<file path="src/rtl/writeback_unit.sv">
// writeback_unit
// ---------------------------------------------------------------------------
// Write-side initiator for the processor register file. Results come from
// the ALU and from the load path. Loads are formatted on arrival and queued
// in a small circular FIFO; a queued load always wins over the ALU. The
// chosen result passes through one registered write stage that drives the
// register file's single write port. The unit also returns operands to
// decode: x0 reads as zero, and the write stage can optionally be bypassed.
//
// Configuration macro:
//   WB_FORWARD_EN  when defined, the registered write stage is forwarded onto
//                  operand1/operand2 when its address matches the read
//                  address. When undefined, decode must stall one cycle on a
//                  RAW hazard against writeAddr.
//
// Parameters:
//   LOAD_DEPTH   load FIFO entries (power of two, >= 2)
//
// Ports:
//   clk, arstn              clock (rising edge), async active-low reset
//   aluValid/aluReady       ALU result handshake; aluRd, aluData payload
//   loadValid/loadReady     load result handshake; loadRd, loadData,
//                           loadFunct3 (RV32I funct3), loadOffset (addr[1:0])
//   writeEn/Addr/Data       register file write port
//   readAddr1/2, readData1/2  register file read ports (addresses shared)
//   operand1/2              corrected operands to decode
//   busy                    FIFO non-empty or a write is in flight
// ---------------------------------------------------------------------------
module writeback_unit #(
    parameter int LOAD_DEPTH = 2
) (
    input  logic        clk,
    input  logic        arstn,
    input  logic        aluValid,
    output logic        aluReady,
    input  logic [4:0]  aluRd,
    input  logic [31:0] aluData,
    input  logic        loadValid,
    output logic        loadReady,
    input  logic [4:0]  loadRd,
    input  logic [31:0] loadData,
    input  logic [2:0]  loadFunct3,
    input  logic [1:0]  loadOffset,
    output logic        writeEn,
    output logic [4:0]  writeAddr,
    output logic [31:0] writeData,
    input  logic [4:0]  readAddr1,
    input  logic [4:0]  readAddr2,
    input  logic [31:0] readData1,
    input  logic [31:0] readData2,
    output logic [31:0] operand1,
    output logic [31:0] operand2,
    output logic        busy
);

    localparam int PTR_W = $clog2(LOAD_DEPTH);
    localparam int CNT_W = PTR_W + 1;
    localparam logic [CNT_W-1:0] FULL_COUNT = CNT_W'(LOAD_DEPTH);

    // Load FIFO storage and bookkeeping
    logic [4:0]       fifo_rd_q   [LOAD_DEPTH];
    logic [4:0]       fifo_rd_d   [LOAD_DEPTH];
    logic [31:0]      fifo_data_q [LOAD_DEPTH];
    logic [31:0]      fifo_data_d [LOAD_DEPTH];
    logic [PTR_W-1:0] wr_ptr_q, wr_ptr_d;
    logic [PTR_W-1:0] rd_ptr_q, rd_ptr_d;
    logic [CNT_W-1:0] count_q, count_d;

    // Registered write stage
    logic             write_en_q, write_en_d;
    logic [4:0]       write_addr_q, write_addr_d;
    logic [31:0]      write_data_q, write_data_d;

    logic             push;
    logic             pop;
    logic             take_alu;
    logic [31:0]      load_formatted;

    // Byte/half extraction and extension for RV32I load types. Unknown
    // funct3 codes are treated as a full word.
    function automatic logic [31:0] format_load(
        input logic [31:0] raw,
        input logic [2:0]  funct3,
        input logic [1:0]  offset
    );
        logic [7:0]  byte_sel;
        logic [15:0] half_sel;
        byte_sel = raw[{offset, 3'b000} +: 8];
        half_sel = offset[1] ? raw[31:16] : raw[15:0];
        case (funct3)
            3'b000:  format_load = {{24{byte_sel[7]}}, byte_sel};
            3'b100:  format_load = {24'h0, byte_sel};
            3'b001:  format_load = {{16{half_sel[15]}}, half_sel};
            3'b101:  format_load = {16'h0, half_sel};
            default: format_load = raw;
        endcase
    endfunction

    // Handshakes depend only on registered state. Because pop is decided
    // from count_q, a load pushed into an empty FIFO cannot also be popped
    // in the same cycle.
    assign loadReady      = (count_q != FULL_COUNT);
    assign aluReady       = (count_q == '0);
    assign push           = loadValid && loadReady;
    assign pop            = (count_q != '0);
    assign take_alu       = !pop && aluValid;
    assign load_formatted = format_load(loadData, loadFunct3, loadOffset);

    // FIFO next state: formatted data is written at push time
    always_comb begin
        fifo_rd_d   = fifo_rd_q;
        fifo_data_d = fifo_data_q;
        wr_ptr_d    = wr_ptr_q;
        rd_ptr_d    = rd_ptr_q;
        count_d     = count_q;
        if (push) begin
            fifo_rd_d[wr_ptr_q]   = loadRd;
            fifo_data_d[wr_ptr_q] = load_formatted;
            wr_ptr_d              = wr_ptr_q + PTR_W'(1);
        end
        if (pop) begin
            rd_ptr_d = rd_ptr_q + PTR_W'(1);
        end
        if (push && !pop) begin
            count_d = count_q + CNT_W'(1);
        end else if (!push && pop) begin
            count_d = count_q - CNT_W'(1);
        end
    end

    // Write stage next state: rd == 0 results are consumed but not written;
    // when idle the address/data hold their previous values.
    always_comb begin
        write_en_d   = 1'b0;
        write_addr_d = write_addr_q;
        write_data_d = write_data_q;
        if (pop) begin
            write_en_d   = (fifo_rd_q[rd_ptr_q] != 5'd0);
            write_addr_d = fifo_rd_q[rd_ptr_q];
            write_data_d = fifo_data_q[rd_ptr_q];
        end else if (take_alu) begin
            write_en_d   = (aluRd != 5'd0);
            write_addr_d = aluRd;
            write_data_d = aluData;
        end
    end

    always_ff @(posedge clk or negedge arstn) begin
        if (!arstn) begin
            for (int i = 0; i < LOAD_DEPTH; i++) begin
                fifo_rd_q[i]   <= '0;
                fifo_data_q[i] <= '0;
            end
            wr_ptr_q     <= '0;
            rd_ptr_q     <= '0;
            count_q      <= '0;
            write_en_q   <= 1'b0;
            write_addr_q <= '0;
            write_data_q <= '0;
        end else begin
            fifo_rd_q    <= fifo_rd_d;
            fifo_data_q  <= fifo_data_d;
            wr_ptr_q     <= wr_ptr_d;
            rd_ptr_q     <= rd_ptr_d;
            count_q      <= count_d;
            write_en_q   <= write_en_d;
            write_addr_q <= write_addr_d;
            write_data_q <= write_data_d;
        end
    end

    assign writeEn   = write_en_q;
    assign writeAddr = write_addr_q;
    assign writeData = write_data_q;
    assign busy      = (count_q != '0) || write_en_q;

    // Operand correction: x0 always reads zero
    always_comb begin
        operand1 = readData1;
        operand2 = readData2;
`ifdef WB_FORWARD_EN
        if (write_en_q && (write_addr_q == readAddr1)) begin
            operand1 = write_data_q;
        end
        if (write_en_q && (write_addr_q == readAddr2)) begin
            operand2 = write_data_q;
        end
`endif
        if (readAddr1 == 5'd0) begin
            operand1 = '0;
        end
        if (readAddr2 == 5'd0) begin
            operand2 = '0;
        end
    end

endmodule

</file>
<file path="config.mk">
export PLATFORM = sky130hd
export DESIGN_NAME = writeback_unit
export DESIGN_NICKNAME = d
export VERILOG_FILES = /design/src/rtl/writeback_unit.sv
export SDC_FILE = /design/constraint.sdc
export NUM_CORES = 1
export LEC_CHECK = 0
export BUFFER_PORTS_ARGS = -buffer_cell sky130_fd_sc_hd__buf_2
export CAP_MARGIN = 20
export CORE_AREA = 2 2 146 148
export DETAILED_ROUTE_END_ITERATION = 12
export DIE_AREA = 0 0 148 150
export SYNTH_ARGS = -nofsm -noshare
export SYNTH_HDL_FRONTEND = slang
export SYNTH_SLANG_ARGS = --single-unit
</file>
<file path="constraint.sdc">
create_clock -name clk -period 1.6 [get_ports clk]
set_input_delay 0.32 -clock clk [delete_from_list [all_inputs] [get_ports clk]]
set_output_delay 0.32 -clock clk [all_outputs]
set_load 0.02 [all_outputs]
</file>
# == After elaboration in Yosys (flattened, before gate mapping) ==
# Cells that the tools add are included.
# Widths: inputs -> output; s select.
# word_totals
reg_bits,116
latch_bits,0
mem_bits_rw,0
romBits,0
inputBits,157
mem_count,0
# classes
add_sub_neg,4
mul,0
div_mod_pow,0
order_cmp,3
n_eq_ne,4
shift,1
n_mux,24
n_bitwise,2
n_reduce_logical,17
# ops
operator,n
$mux 32,8
$pmux 32 s4,1
$bwmux 64,1
$demux 32 s1,1
$shiftx 32x6->8,1
$mux 5,6
$mux 16,1
$bwmux 10,1
$logic_not 5->1,2
$reduce_bool 5->1,2
$eq 3x3->1 const B,2
$reduce_bool 2->1,3
$demux 5 s1,1
$logic_and 1x1->1,5
$ge 2x2->1 const B,2
$mux 2,2
$not 1->2,2
$eq 3x1->1 const B,1
$logic_not 3->1,1
$add 1x1->1 const B,2
$add 2x1->2 const B,1
$logic_not 1->1,2
$logic_not 2->1,1
$lt 2x1->1 const B,1
4 further kinds,5

# == Longest topological paths before layout ==
# Gate-level depths: netlist of run 1.
# depth
ltp_word,6
mapped_depth,7

# == Least setup slack after synthesis of run 1 ==
# No wires, ideal clock.
# synth_timing
path_type,reg-to-reg
start,register count_q[0]
end,register count_q[1]
setup_time_ps,125
arrival_time_ps,1834
required_time_ps,1475
path_slack_ps,-359
path_stages_with_launch,8
synth_period_minus_slack_ps,1959
path_cell_list,dfrtp_1 -> nor2_1 -> clkbuf_1 -> clkbuf_1 -> ha_1 -> xor2_1 -> nor2_1 -> xor2_1
# synth_via
elab_chain_cells,5
elab_cells_between_ends,12
# synth_rtl
item,line_no,source
from (decl),67,"logic [CNT_W-1:0] count_q, count_d;"
from (signal assigned),165,count_q <= count_d;
branches (longest 5 deep; another with $sub 2x1->2),n/a,
# Parallel ways; which one is timed is not known. The select of a mux whose other input is x is not followed.
# A chain may end at the register's enable or synchronous reset.

# == Worst setup path in the final report of run 1 ==
# layout_timing
start,input port readAddr1[0]
end,output port operand1[30]
# layout_via
elab_chain_cells,2
# layout_rtl
item,line_no,source
from (decl),47,"input logic [4:0] readAddr1,"
$logic_not 5->1,189,if (readAddr1 == 5'd0) begin
$mux 32,189,
to (decl),51,"output logic [31:0] operand1,"
# No other way between the ends.

==> impl_metrics.yaml, run 1 <==
timing:
  finalMaxSlewViolations: 0
  rsz0062_at_grt: "true"
  post-route-min-period_ps: 1853
  setup_tns_ps: -12700
  tightest_slew_ps: 452.4
  fin_ws_ps: -252.6
  finalSetupViolCount: 66
  whs_ps: 111.5
  post-route-period-util: 1.158
  max_slew_margin: 0.6984
  hold_viol_final: 0
  max_freq_mhz: 539.8
  finClkSkew_ps: 6.150
placed_design:
  place.gp.congestion: 0.8362
  post-place-cells: 1195
  port_buffers: 261
  post-dp-hpwl_um: 16660
  pre_cts_slack_ps: -265.3
  place_area_um2: 8436
pwr:
  clkPwrFrac: 0.232
  netSwitchingFraction: 0.3795
  p_seq_frac: 0.311
  p_sw_mw: 6.463
  power.density_nw_per_um2: 1795
  internal-power_mw: 10.57
  leakagePower_nw: 4.545
  combPwrFrac: 0.458
  peakVddDrop_mv: 0.8936
  power_mw: 17.03
cts:
  cts.sinks: 116
  cts.clk_slew.worst_paths_ps: 60
  cts_made_buffers: 17
  cts_tree: "built"
  htreeDepth: 4
  clk_latency_ps: 420
  cts_root_buf: "clkbuf_16"
  clockBufferDepth: 2
global_route:
  grt_max_degree: 72
  grt_pass1_wl_um: 33070
  gr-usage-all-layers: 0.1966
  overflow: 0
  grt_pass1_vias: 5910
  antenna_found_initial: 7
logic_synthesis:
  syn-num-nets: 815
  synth_edf_count: 0
  synth_warnings: 0
  syn_area_per_cell_um2: 9.882
  async_flop_share: 1.000
  yosysSeqAreaShare: 0.4471
  syn_inst: 657
  synth-main-ff-cell: "dfrtp_1"
  synth_cell_types: 44
  syn_area_um2: 6492
  synth_seq_cells: 116
floorplan:
  io_pins: 262
  core_region_area_um2: 20690
  die_area_um2: 22200
  die_x_um: 148
  die_height_um: 150
  start_util: 0.3138
  rows: 53
routing:
  drt_wl_total_um: 22560
  viasPerCell: 5.007
  drc: 0
  route.detailed.wl_per_inst_um: 18.05
  vias: 6259
  drt_pass1_iterations: 5
  antenna_left: 0
  drt_iter0_drc: 362
critical_path:
  cpMostUsedCell: "buf_6"
  endpoint_kind: "output pin"
  cp-start-kind: "input port"
  cp.buffers_inverters: 4
  worstPathMaxFanout: 8
  worstPathRequired_ps: 1280
  arrival_ps: 1530
  slowest_delay_ps: 540
  slowest_stage: "or4_4"
  path_cells: "buf_6, or4_4, nor2_4, buf_6, clkbuf_16, nor2b_1, buf_2"
  critPathKind: "input port to output pin"
  critPathTopFamily: "simple AND/OR/NAND/NOR gates"
job:
  cap_viol_max_count: 0
run_status:
  violations: "setup timing"
  status: "complete, but fails checks"
finish:
  finish.utilization: 0.4586
  drive_gt1_frac: 0.4237
  fillCellCount: 1997
  register_area_um2: 2904
  syn2layout_area_growth_pct: 46.14
  final_area_um2: 9488
  nets: 1115
  final_cells: 1250
  multi_input_area_um2: 3359
hold_path:
  holdCritPathClass: "input port to flip-flop"
## path summary, 6_finish.rpt
check / endpoint / depth (start not counted) / slack (ps) / from
worst min-delay path: fifo_rd_q[6]$_DFFE_PN0P_ / 3 / 110 / loadRd[1]
min in group asynchronous: fifo_data_q[50]$_DFFE_PN0P_ / 3 / 440 / arstn
worst max-delay path: operand1[30] / 7 / -250 / readAddr1[0]
max in group asynchronous: fifo_rd_q[3]$_DFFE_PN0P_ / 3 / 780 / arstn
worst min register to register: fifo_rd_q[4]$_DFFE_PN0P_ / 2 / 470 / fifo_rd_q[4]$_DFFE_PN0P_
worst max register to register: fifo_data_q[47]$_DFFE_PN0P_ / 4 / 40 / wr_ptr_q$_DFFE_PN0N_
## logic make-up (layout without fill, tap and decap cells)
logic type                 Yosys count  count (layout)  synth area share
and+or+nand+nor                    238             238            0.1954
AOI/OAI and AO/OA                  155             155            0.1571
DFF                                116             116            0.4471
muxes                               87              87            0.1391
buffers and inverters               55             368           0.05261
xor gates and xnor gates             5               5          0.006746
adders and majority gates            1               1          0.001927
other                                0               5                 0
## power by group through the flow
| stage | registers (mW) | clock network, mW | logic [mW] |
|---|---|---|---|
| 2_1_floorplan | 5.73 | 0 | 4.20 |
| 3_3_place_gp | 5.28 | 0 | 7.21 |
| 3_5_place_dp | 5.33 | 0 | 7.27 |
| 4_1_cts | 5.29 | 4.02 | 7.43 |
| 5_1_grt | 5.50 | 4.16 | 8.57 |
| 6_report | 5.29 | 3.95 | 7.79 |
## worst reg2reg max path: stages, from the launching register on
cell	delay, ps
dfrtp_1	420
nand2b_2	240
nor2_4	260
buf_12	190
mux2_2	340
## routing by layer
metal / share of wire / up-vias / GRT usage
met3: 0.090 / 32 / 0.06524
li1: - / 2954 / -
met2: 0.49 / 284 / 0.3250
met5: 0.0012 / - / 0
met4: 0.021 / 4 / 0.06905
met1: 0.40 / 2985 / 0.2406
## flip-flops by register name, summed over array words and instances (netlist names)
name / flops
count_q: 2
writeEn: 1
fifo_rd_q: 10
wr_ptr_q: 1
fifo_data_q: 64
writeAddr: 5
rd_ptr_q: 1
writeData: 32
## cell type report
| class | count | share of cell area |
|---|---|---|
| Clock buffer | 18 | 0.04629 |
| Sequential cell | 116 | 0.3061 |
| Clock inverter | 14 | 0.01873 |
| Inverter | 2 | 0.0007912 |
| Multi-Input combinational cell | 486 | 0.3541 |
| Timing Repair Buffer | 334 | 0.2364 |
| Tap cell | 275 | 0.03627 |
| Antenna cell | 5 | 0.001319 |
## cell usage after synthesis, drive strengths merged (4+ instances only)
cell type | count | share of area
o22ai | 12 | 0.012
and2 | 7 | 0.0067
nor2b | 100 | 0.099
nor2 | 57 | 0.035
a21oi | 64 | 0.049
dfrtp | 116 | 0.45
a221oi | 33 | 0.045
nor3 | 6 | 0.0081
nand2 | 52 | 0.030
nand2b | 4 | 0.0039
buf | 20 | 0.022
a211oi | 32 | 0.037
mux2 | 16 | 0.028
mux2i | 70 | 0.11
clkbuf | 32 | 0.028
a31oi | 4 | 0.0039
o21ai | 7 | 0.0054
## cell usage in the layout (no fill, tap or decap), types with 5 or more instances in the layout
| master | Yosys | final |
|---|---|---|
| diode_2 | 0 | 5 |
| mux2i_1 | 70 | 70 |
| dfrtp_1 | 116 | 115 |
| nor2b_4 | 2 | 7 |
| and2_1 | 7 | 6 |
| mux2_2 | 16 | 16 |
| buf_12 | 0 | 15 |
| a21oi_1 | 64 | 64 |
| a211oi_1 | 32 | 32 |
| buf_4 | 1 | 68 |
| o21ai_0 | 7 | 7 |
| nor2_1 | 53 | 50 |
| clkbuf_16 | 0 | 21 |
| nor2_4 | 1 | 6 |
| o22ai_1 | 12 | 12 |
| nand2_1 | 52 | 52 |
| buf_2 | 7 | 232 |
| buf_6 | 7 | 13 |
| nor2b_1 | 98 | 93 |
| a221oi_1 | 32 | 29 |
## what timing repair did
| item | CTS | global route |
|---|---|---|
| endpoints found under the setup margin | 83 | 87 |
| resized for setup | 20 | 44 |
| pin swaps | 1 | 5 |
| gates cloned | 1 | 4 |
| hold buffers | 1 | 0 |
| endpoints found under the hold margin | 116 | 0 |
| setup buffers | 5 | 8 |
Power figures use the tool's default switching activity.
==> inputs of run 2 (changes only) <==
--- a/config.mk
+++ b/config.mk
@@ -7,9 +7,12 @@
 export LEC_CHECK = 0
 export BUFFER_PORTS_ARGS = -buffer_cell sky130_fd_sc_hd__buf_2
 export CAP_MARGIN = 20
+export CELL_PAD_IN_SITES_DETAIL_PLACEMENT = 0
+export CELL_PAD_IN_SITES_GLOBAL_PLACEMENT = 1
 export CORE_AREA = 2 2 146 148
 export DETAILED_ROUTE_END_ITERATION = 12
 export DIE_AREA = 0 0 148 150
+export PLACE_DENSITY_LB_ADDON = 0.1
 export SYNTH_ARGS = -nofsm -noshare
 export SYNTH_HDL_FRONTEND = slang
 export SYNTH_SLANG_ARGS = --single-unit
==> impl_metrics.yaml, run 2 (synthesis results as in run 1) <==
run_status:
  status: "complete, but fails checks"
  violations: "setup timing"
routing:
  drt_iter0_drc: 373
  drc: 0
  antenna_left: 0
  drt_pass1_iterations: 6
  vias: 6369
  route.detailed.wl_per_inst_um: 19.39
  drt_wl_total_um: 24370
  viasPerCell: 5.067
global_route:
  gr-usage-all-layers: 0.2013
  antenna_found_initial: 0
  grt_pass1_vias: 6322
  overflow: 0
  grt_max_degree: 39
  grt_pass1_wl_um: 34610
finish:
  final_cell_mix: "221 x buf_2, 115 x dfrtp_1, 82 x nor2b_1"
  final_area_um2: 10100
  finish.utilization: 0.4881
  insertedDiodeCount: 0
  drive_gt1_frac: 0.4756
  nets: 1127
  syn2layout_area_growth_pct: 55.56
  largest_reg_flops: 64
  final_common_cell: "buf_2"
  largest_register: "fifo_data_q"
timing:
  finalMaxSlewViolations: 0
  post-route-min-period_ps: 1884
  finalSetupViolCount: 81
  rsz0062_at_grt: "true"
  post-route-period-util: 1.178
  hold_viol_final: 0
  fin_ws_ps: -284.4
  max_slew_margin: 0.6796
  setup_tns_ps: -15990
  tightest_slew_ps: 480.6
  max_freq_mhz: 530.7
  finClkSkew_ps: 8.428
floorplan:
  die_x_um: 148
  rows: 53
  die_height_um: 150
  io_pins: 262
  start_util: 0.3138
  core_region_area_um2: 20690
  die_area_um2: 22200
pwr:
  power.density_nw_per_um2: 1777
  netSwitchingFraction: 0.3908
  peakVddDrop_mv: 0.8404
  internal-power_mw: 10.93
  p_sw_mw: 7.014
  p_seq_frac: 0.296
  clkPwrFrac: 0.207
  leakagePower_nw: 4.833
  combPwrFrac: 0.497
critical_path:
  critPathKind: "input port to output pin"
  endpoint_kind: "output pin"
  cp-start-kind: "input port"
  rrSetupSlack_ps: -30
  worstPathRequired_ps: 1280
  worstPathMaxFanout: 8
  arrival_ps: 1560
placed_design:
  post-dp-hpwl_um: 16630
  place_area_um2: 8413
  place.gp.congestion: 0.8090
  port_buffers: 261
cts:
  cts_tree: "built"
  cts.clk_slew.worst_paths_ps: 60
  cts_made_buffers: 17
  clockBufferDepth: 2
  cts_root_buf: "clkbuf_16"
  cts.sinks: 116
  htreeDepth: 4
  clk_latency_ps: 420
job:
  cap_viol_max_count: 0
hold_path:
  holdCritPathClass: "input port to flip-flop"
run 2: cell types whose count changed in the layout (fill, tap and decap cells not counted), moves of 5 or more:
cell and delta:
buf_4 -11, mux2_4 +8, a221oi_2 +20, buf_2 -11, a211oi_1 -6, buf_6 +26
diode_2 -5, a211oi_2 +6, nor2b_1 -11, nor2b_4 +9, mux2_2 -8, a221oi_1 -20
run 2: path summary, 6_finish.rpt:
kind / start / to / cells past startpoint
setup / recovery: readAddr1[3] / operand1[10] / 7
hold / removal: loadRd[2] / fifo_rd_q[2]$_DFFE_PN0P_ / 3
setup reg to reg: count_q[1]$_DFFE_PN0P_ / fifo_data_q[23]$_DFFE_PN0P_ / 8
hold reg to reg: fifo_data_q[44]$_DFFE_PN0P_ / fifo_data_q[44]$_DFFE_PN0P_ / 2
max in group asynchronous: arstn / fifo_data_q[14]$_DFFE_PN0P_ / 3
min in group asynchronous: arstn / fifo_data_q[8]$_DFFE_PN0P_ / 2
run 2: through the flow:
stage | power, mW | hold slack [ps] | instances | setup WS [ps]
global placement | 12.51 | 288.5 | 1192 | -235.0
finish | 17.95 | 105.0 | 1257 | -284.4
global route | 19.12 | 103.4 | 1257 | -314.2
floorplan | 9.927 | 24.41 | 657 | -33.89
detailed placement | 12.73 | 294.0 | 1192 | -254.4
CTS | 16.78 | 96.44 | 1233 | -227.7
run 2: routing by layer:
layer  GRT usage  share of wire
met5           0              0
met4     0.05476          0.012
met3     0.03720          0.041
met2      0.3447           0.51
met1      0.2617           0.44
run 2: timing repair:
item | 4_1_cts | 5_1_grt
endpoints found under the setup margin | 68 | 117
buffers inserted | 7 | 15
hold buffers | 1 | 0
gates resized for setup | 19 | 143
pin swaps | 1 | 14
gates cloned | 1 | 10
endpoints found under the hold margin | 24 | 0
run 2: power groups by stage:
stage                     Sequential (mW)  Combinational (mW)  Clock, mW
after floorplan                      5.73                4.20          0
final                                5.31                8.92       3.72
after global placement               5.25                7.26          0
after global routing                 5.51                9.68       3.94
after detailed placement             5.32                7.41          0
after CTS                            5.28                7.71       3.79
run 2: worst max-delay path: stages:
cell and delay (ps):
buf_2 110, or4_4 520, nor2_4 120, buf_6 130, clkbuf_16 150, nor2b_1 50, buf_2 160
run 2: final cells by class:
| type | instances | area, um^2 |
|---|---|---|
| Tap cell | 275 | 344.1 |
| Clock inverter | 13 | 122.6 |
| Timing Repair Buffer | 346 | 2596 |
| Sequential cell | 116 | 2904 |
| Multi-Input combinational cell | 486 | 3672 |
| Fill cell | 1995 | 10590 |
| Clock buffer | 19 | 452.9 |
| Inverter | 2 | 7.507 |
==> inputs of run 3 (changes only) <==
--- a/config.mk
+++ b/config.mk
@@ -10,6 +10,7 @@
 export CELL_PAD_IN_SITES_DETAIL_PLACEMENT = 0
 export CELL_PAD_IN_SITES_GLOBAL_PLACEMENT = 1
 export CORE_AREA = 2 2 146 148
+export CTS_BUF_LIST = sky130_fd_sc_hd__clkbuf_8
 export DETAILED_ROUTE_END_ITERATION = 12
 export DIE_AREA = 0 0 148 150
 export PLACE_DENSITY_LB_ADDON = 0.1
==> impl_metrics.yaml, run 3 (synthesis results as in run 1) <==
timing:
  finalSetupViolCount: 77
  post-route-period-util: 1.169
  fin_ws_ps: -269.8
  hold_viol_final: 0
  post-route-min-period_ps: 1870
  whs_ps: 84.25
  tightest_slew_ps: 511.6
  setup_tns_ps: -15680
  finClkSkew_ps: 14.93
  max_slew_margin: 0.6590
  finalMaxSlewViolations: 0
  max_freq_mhz: 534.8
  rsz0062_at_grt: "true"
routing:
  wl_met1_um: 10430
  drt_wl_total_um: 24120
  viasPerCell: 5.034
  drc: 0
  highest_layer: "met4"
  drt_iter0_drc: 308
  vias: 6353
  antenna_left: 0
  route.detailed.wl_per_inst_um: 19.11
  drt_pass1_iterations: 4
  wl_met2_um: 12380
  dr_wl_met3_um: 1088
cts:
  htreeDepth: 4
  cts_tree: "built"
  cts_root_buf: "clkbuf_8"
  cts_made_buffers: 17
  cts.sinks: 116
  clk_latency_ps: 450
  cts.clk_slew.worst_paths_ps: 80
  clockBufferDepth: 2
pwr:
  leakagePower_nw: 4.743
  netSwitchingFraction: 0.4045
  power.density_nw_per_um2: 1704
  power_mw: 16.86
  peakVddDrop_mv: 0.7848
  internal-power_mw: 10.04
  clkPwrFrac: 0.159
  p_sw_mw: 6.820
  combPwrFrac: 0.527
  p_seq_frac: 0.315
finish:
  nets: 1132
  largest_reg_flops: 64
  final_common_cell: "buf_2"
  final_area_um2: 9897
  finish.utilization: 0.4784
  final_cells: 1262
  largest_register: "fifo_data_q"
  syn2layout_area_growth_pct: 52.44
  insertedDiodeCount: 0
  fillCellCount: 2004
  drive_gt1_frac: 0.4671
  multi_input_area_um2: 3610
  register_area_um2: 2904
  final_cell_mix: "225 x buf_2, 115 x dfrtp_1, 85 x nor2b_1"
placed_design:
  pre_cts_slack_ps: -254.4
  post-place-cells: 1192
  place.gp.congestion: 0.8090
  post-dp-hpwl_um: 16630
  port_buffers: 261
  place_area_um2: 8413
critical_path:
  rrSetupSlack_ps: -10
  startpoint: "readAddr1[0]"
  worstRegToRegCells: 9
  worstPathMaxFanout: 8
  worstReg2RegStart: "count_q[0]$_DFFE_PN0P_"
  arrival_ps: 1550
  critPathKind: "input port to output pin"
  endpoint_kind: "output pin"
  cp-endpoint: "operand1[10]"
  cp-start-kind: "input port"
  worstPathRequired_ps: 1280
  r2r_end: "fifo_data_q[41]$_DFFE_PN0P_"
hold_path:
  holdCritPathClass: "input port to flip-flop"
floorplan:
  start_util: 0.3138
  rows: 53
  core_region_area_um2: 20690
  io_pins: 262
  die_area_um2: 22200
  die_x_um: 148
  die_height_um: 150
global_route:
  gr-usage-all-layers: 0.2013
  grt_pass1_vias: 6325
  overflow: 0
  antenna_found_initial: 0
  grt_pass1_wl_um: 34760
  grt_max_degree: 39
job:
  cap_viol_max_count: 0
run_status:
  violations: "setup timing"
  status: "complete, but fails checks"
==> run 3: changes by cell type in the layout (fill, tap and decap cells not counted), moves of 3 or more <==
cell       delta
clkbuf_16    -17
clkbuf_8     +17
a221oi_1      +7
a221oi_2      -7
buf_12        +4
buf_2         +4
a211oi_1      +3
a211oi_2      -3
buf_6         -3
nor2b_1       +3
==> run 3: layout make-up <==
type,count,share of cell area
Multi-Input combinational cell,486,0.3647
Sequential cell,116,0.2934
Timing Repair Buffer,351,0.2675
Tap cell,275,0.03477
Clock buffer,19,0.02642
Clock inverter,13,0.01239
Inverter,2,0.0007585
==> run 3: worst max-delay path, cell delays in order <==
cell and delay (ps):
buf_6 90, or4_4 540, nor2_4 120, buf_6 120, clkbuf_16 150, nor2b_1 50
buf_2 150
==> run 3: power by group through the flow <==
stage,Clock (mW),Combinational [mW],Sequential (mW)
3_5_place_dp,0,7.41,5.32
5_1_grt,2.89,9.64,5.50
3_3_place_gp,0,7.26,5.25
4_1_cts,2.74,7.60,5.27
2_1_floorplan,0,4.20,5.73
6_report,2.68,8.88,5.30
==> run 3: how the worst min path moves through the flow <==
stage,from,end,slack [ps],depth (start not counted)
CTS,loadRd[2],fifo_rd_q[2]$_DFFE_PN0P_,60,3
detailed placement,arstn,fifo_data_q[10]$_DFFE_PN0P_,290,1
floorplan,arstn,count_q[0]$_DFFE_PN0P_,20,0
finish,loadRd[2],fifo_rd_q[2]$_DFFE_PN0P_,80,3
global route,loadRd[0],fifo_rd_q[0]$_DFFE_PN0P_,60,3
global placement,arstn,fifo_data_q[8]$_DFFE_PN0P_,290,1
==> run 3: layer usage <==
metal / vias to the layer above / GRT usage
met3: 20 / 0.03933
met4: 0 / 0.04238
met2: 188 / 0.3479
li1: 2975 / -
met5: - / 0
met1: 3170 / 0.2626
==> run 3: timing repair <==
action | in CTS | in global routing
cloned | 2 | 9
setup buffers | 5 | 22
endpoints found under the hold margin | 24 | 0
endpoints found under the setup margin | 68 | 116
hold buffers | 1 | 0
gates resized for setup | 20 | 126
pin swaps | 2 | 15
